[config.mk]
export PLATFORM = sky130hd
export DESIGN_NAME = debug_dump_sequencer
export DESIGN_NICKNAME = d
export VERILOG_FILES = /design/src/rtl/debug_dump_sequencer.sv
export SDC_FILE = /design/constraint.sdc
export NUM_CORES = 1
export LEC_CHECK = 0
export ABC_AREA = 1
export CAP_MARGIN = 20
export CORE_MARGIN = 1.5
export CORE_UTILIZATION = 51
export CTS_CLUSTER_SIZE = 28
export DETAILED_ROUTE_END_ITERATION = 12
export MAX_ROUTING_LAYER = met4
export PLACE_DENSITY_LB_ADDON = 0.05
export SETUP_SLACK_MARGIN = 0.3
export SLEW_MARGIN = 20
export SYNTH_ARGS = -nofsm -noshare
export SYNTH_HDL_FRONTEND = slang
export SYNTH_SLANG_ARGS = --single-unit
[constraint.sdc]
create_clock -name i_clock -period 3.3 [get_ports i_clock]
set_input_delay 0.495 -clock i_clock [delete_from_list [all_inputs] [get_ports i_clock]]
set_output_delay 0.495 -clock i_clock [all_outputs]
set_load 0.01 [all_outputs]
[src/rtl/debug_dump_sequencer.sv]
// rtl/debug_dump_sequencer.sv - serialises PC, register bank and a data-memory window onto the UART after halt
module debug_dump_sequencer #(
  parameter int NB_DATA     = 32,
  parameter int NB_REG      = 5,
  parameter int NB_ADDR     = 32,
  parameter int N_REGS      = 32,
  parameter int N_MEM_WORDS = 32
) (
  input  logic               i_clock,
  input  logic               i_reset,
  input  logic               i_start,
  input  logic [NB_DATA-1:0] i_pc_value,
  input  logic [NB_DATA-1:0] i_br_data,
  input  logic [NB_DATA-1:0] i_dm_data,
  input  logic               i_tx_done,
  output logic [NB_REG-1:0]  o_br_addr,
  output logic               o_br_read,
  output logic [NB_ADDR-1:0] o_dm_addr,
  output logic               o_dm_read,
  output logic [7:0]         o_tx_data,
  output logic               o_tx_start,
  output logic               o_busy,
  output logic               o_done
);

  typedef enum logic [2:0] {
    S_IDLE, S_READ, S_CAPTURE, S_SEND, S_WAIT_TX, S_NEXT, S_DONE
  } state_t;

  typedef enum logic [1:0] {ITEM_PC, ITEM_REG, ITEM_MEM} item_t;

  // Terminal indices are compared explicitly so N_REGS = 2^NB_REG never relies on wrap.
  localparam logic [NB_REG-1:0]  LAST_REG = NB_REG'(N_REGS - 1);
  localparam logic [NB_ADDR-1:0] LAST_MEM = NB_ADDR'(N_MEM_WORDS - 1);

  state_t             r_state;
  item_t              r_item;
  logic [NB_DATA-1:0] r_shift;
  logic [1:0]         r_byte_cnt;

  assign o_tx_data = r_shift[7:0];

  always_ff @(posedge i_clock or negedge i_reset) begin
    if (!i_reset) begin
      r_state    <= S_IDLE;
      r_item     <= ITEM_PC;
      r_shift    <= '0;
      r_byte_cnt <= '0;
      o_br_addr  <= '0;
      o_br_read  <= 1'b0;
      o_dm_addr  <= '0;
      o_dm_read  <= 1'b0;
      o_tx_start <= 1'b0;
      o_busy     <= 1'b0;
      o_done     <= 1'b0;
    end else begin
      o_tx_start <= 1'b0;
      o_br_read  <= 1'b0;
      o_dm_read  <= 1'b0;
      o_done     <= 1'b0;
      case (r_state)
        S_IDLE: begin
          if (i_start) begin
            r_item  <= ITEM_PC;
            o_busy  <= 1'b1;
            r_state <= S_READ;
          end
        end
        S_READ: r_state <= S_CAPTURE;
        S_CAPTURE: begin
          case (r_item)
            ITEM_PC:  r_shift <= i_pc_value;
            ITEM_REG: r_shift <= i_br_data;
            default:  r_shift <= i_dm_data;
          endcase
          r_byte_cnt <= '0;
          o_tx_start <= 1'b1;
          r_state    <= S_SEND;
        end
        S_SEND: r_state <= S_WAIT_TX;
        S_WAIT_TX: begin
          if (i_tx_done) begin
            if (r_byte_cnt != 2'd3) begin
              r_shift    <= {8'h00, r_shift[NB_DATA-1:8]};
              r_byte_cnt <= r_byte_cnt + 2'd1;
              o_tx_start <= 1'b1;
              r_state    <= S_SEND;
            end else begin
              r_state <= S_NEXT;
            end
          end
        end
        S_NEXT: begin
          // Strobes are registered here so they are high exactly during the READ cycle.
          case (r_item)
            ITEM_PC: begin
              r_item    <= ITEM_REG;
              o_br_addr <= '0;
              o_br_read <= 1'b1;
              r_state   <= S_READ;
            end
            ITEM_REG: begin
              if (o_br_addr == LAST_REG) begin
                r_item    <= ITEM_MEM;
                o_dm_addr <= '0;
                o_dm_read <= 1'b1;
              end else begin
                o_br_addr <= o_br_addr + NB_REG'(1);
                o_br_read <= 1'b1;
              end
              r_state <= S_READ;
            end
            default: begin
              if (o_dm_addr == LAST_MEM) begin
                o_done  <= 1'b1;
                r_state <= S_DONE;
              end else begin
                o_dm_addr <= o_dm_addr + NB_ADDR'(1);
                o_dm_read <= 1'b1;
                r_state   <= S_READ;
              end
            end
          endcase
        end
        S_DONE: begin
          o_busy  <= 1'b0;
          r_state <= S_IDLE;
        end
        default: r_state <= S_IDLE;
      endcase
    end
  end

endmodule

==> impl_metrics.py <==
metrics = {
    "finish": {
        "fin_area_um2": 6990,
        "area_delta_synth_final_pct": 31.8,
        "final_cells": 1078,
        "antenna_cells": 0,
        "drive_gt1_share_pct": 4.46,
        "nNetsFinal": 1041,
        "fillerInstances": 890,
    },
    "pwr": {
        "p_per_area_nw_per_um2": 591,
        "ir_drop_mv": 0.494,
        "leakagePower_nw": 3.16,
    },
    "place": {
        "port_buffers": 149,
        "dpl-instance-area_um2": 6710,
        "globalplace.congestion": 0.997,
        "placedCellCount": 1062,
        "dpl_worst_slack_ns": 0.689,
        "hpwlAfterDp_um": 11200,
    },
    "global_route": {
        "grt_pass1_wl_um": 25300,
        "first_global_vias": 5176,
        "gr-usage-all-layers_pct": 29.5,
        "antenna_found_initial": 0,
        "grt_max_degree": 82,
        "grt.overflow.total": 0,
    },
    "critical_path": {
        "crit_fanout": 66,
        "crit_chain": "nor2_1 > nand2_2 > inv_2 > nand3_2 > nand2_2 > inv_2 > o21ai_0",
        "cp.arrival_ns": 2.86,
        "critPathCaptureType": "flop",
        "cp_top_family": "buffers and inverters",
        "rr_worst_depth": 7,
        "worst-path-stages": 7,
        "cp-start-kind": "flop",
        "critPathSlowestCell": "inv_2",
        "critPathMaxStageDelay_ns": 0.70,
        "criticalPathCategory": "reg2reg",
        "cp_num_buf_inv": 2,
        "required_ns": 3.49,
    },
    "floorplanning": {
        "io_pins": 150,
        "die_area_um2": 11000,
        "rows": 37,
        "coreArea_um2": 10200,
        "start_util_pct": 52.1,
        "die_w_um": 105,
        "die_h_um": 105,
    },
    "flow_run": {
        "drv_cap": 0,
    },
    "sta": {
        "fin_crit_ns": 2.67,
        "drv_slew": 0,
        "setup_viol": 0,
        "worstMarginPinSlew_ns": 0.971,
        "fin_setup_tns_ns": 0,
        "fmax_mhz": 375,
        "worst_slack_ns": 0.633,
        "slew_headroom_pct": 35.2,
        "rsz0062_at_grt": "false",
        "timing.final.crit_share_pct": 80.8,
        "timing_hold_violations_final": 0,
        "finalClockSkew_ns": 0.00969,
    },
    "synthesis": {
        "ys.warnings.count": 0,
        "synth_largest_area_cell": "dfrtp_1",
        "yosysTopAreaCellShare_pct": 38.2,
        "synth_area_leaders": "dfrtp_1 (38%), nand2_1 (19%), nand3_1 (7.7%)",
        "synth_nets": 920,
        "synth_cells": 816,
        "synth_edf_count": 0,
        "yosysMostFrequentCell": "nand2_1",
        "ys_seq_area_share_pct": 38.2,
        "synth-seq-cells": 81,
        "synth_ff_type": "dfrtp_1",
        "synth.avg_cell_area_um2": 6.50,
        "yosys.cell_types.count": 26,
        "syn_area_um2": 5310,
        "synth_common_cells": "nand2_1 (273), nor2_1 (108), nand3_1 (82)",
        "async_reset_ff_share_pct": 100,
    },
    "route": {
        "vias": 5712,
        "wirelength_um": 15600,
        "drt_iter0_drc": 436,
        "wire_per_inst_um": 14.5,
        "avgViaCountPerCell": 5.30,
        "drt_first_pass_iters": 5,
        "final_antenna_net_count": 0,
        "drcViolationCount": 0,
    },
    "clock_network": {
        "numCtsBuffers": 9,
        "post_cts_buffers": 0,
        "cts_resized": 0,
        "cts_tree": "built",
        "h-tree-depth": 3,
        "hold_buffers": 0,
        "clk_pin_slew_ns": 0.08,
        "insertion_delay_ns": 0.36,
        "clock-sinks": 81,
        "cts-root-buf": "clkbuf_8",
        "cts_buffer_depth": 2,
    },
    "worst_hold_path": {
        "min_path_type": "in2async",
    },
    "status": {
        "status": "finished clean",
    },
}
## metal layers
metal,part of all wire (%),up-vias,GRT usage [%]
met5,0,-,-
met4,2.2,0,10.3
met3,7.0,24,3.87
met2,44,255,43.2
met1,46,2605,42.1
li1,-,2828,-
## sequential cells by signal (all words and copies together), names as in the netlist
signal,cells
o_dm_addr,32
r_shift,32
o_br_addr,5
r_state,3
r_byte_cnt,2
r_item,2
o_br_read,1
o_busy,1
o_dm_read,1
o_done,1
o_tx_start,1
## metrics by stage
step	utilization [%]	power, W	hold WS (ns)
2_1_floorplan	-	0.00270	0.199
3_3_place_gp	65.9	0.00308	0.464
3_5_place_dp	65.9	0.00314	0.468
4_1_cts	68.6	0.00413	0.347
5_1_grt	68.7	0.00444	0.235
6_report	68.7	0.00413	0.171
## final timing paths
path / start / endpoint / slack, ns
hold reg to reg: r_shift[24] / r_shift[24] / 0.49
setup reg to reg: r_state[0] / r_shift[8] / 0.63
hold / removal: i_reset / o_dm_addr[1] / 0.17
setup / recovery: r_state[0] / r_shift[8] / 0.63
max in group asynchronous: i_reset / r_shift[21] / 2.64
min in group i_clock: r_shift[24] / r_shift[24] / 0.49
## report_power, final
group / internal, W / switching [W] / total [W]
Combinational: 0.000659 / 0.00106 / 0.00172
Clock: 0.000620 / 0.000371 / 0.000991
Sequential: 0.00124 / 0.000178 / 0.00142
Total: 0.00252 / 0.00161 / 0.00413
## worst reg2reg max path, cell delays in order, from the launching register on
cell and delay, ns:
dfrtp_1 0.42, nor2_1 0.09, nand2_2 0.45, inv_2 0.38, nand3_2 0.17, nand2_2 0.07
inv_2 0.70, o21ai_0 0.22
## cell type report
| class | count | area (µm²) | share of cell area (%) |
|---|---|---|---|
| clock buffer | 11 | 151 | 2.16 |
| sequential | 81 | 2030 | 29.0 |
| multi-input combinational | 623 | 2750 | 39.3 |
| inverter | 71 | 267 | 3.81 |
| timing repair buffer | 151 | 1510 | 21.6 |
| tap | 136 | 170 | 2.43 |
| clock inverter | 5 | 125 | 1.79 |
## logic make-up (layout without fill, tap and decap cells)
family / after synthesis / count (layout) / share of synthesized area, %
AO/OA/AOI/OAI: 124 / 124 / 11.8
XOR/XNOR: 8 / 8 / 1.32
adder cells (fa/ha/maj): 4 / 4 / 0.943
buffers and inverters: 112 / 238 / 10.0
flip-flops: 81 / 81 / 38.2
AND/OR/NAND/NOR: 487 / 487 / 37.7
## layout by cell type, fill, tap and decap left out, types with 2 or more instances in the layout
master,count
a21oi_1,31
buf_4,2
bufinv_16,4
clkbuf_8,11
clkdlybuf4s50_1,148
dfrtp_1,81
ha_1,4
inv_1,65
inv_2,5
nand2_1,273
nand2_2,4
nand3_1,82
nand3_2,3
nor2_1,108
nor2_2,3
nor3_1,4
o21ai_0,70
o21ai_1,22
or2_2,7
xnor2_1,3
xor2_1,5
Note: power is estimated with default switching activity, not from simulation.
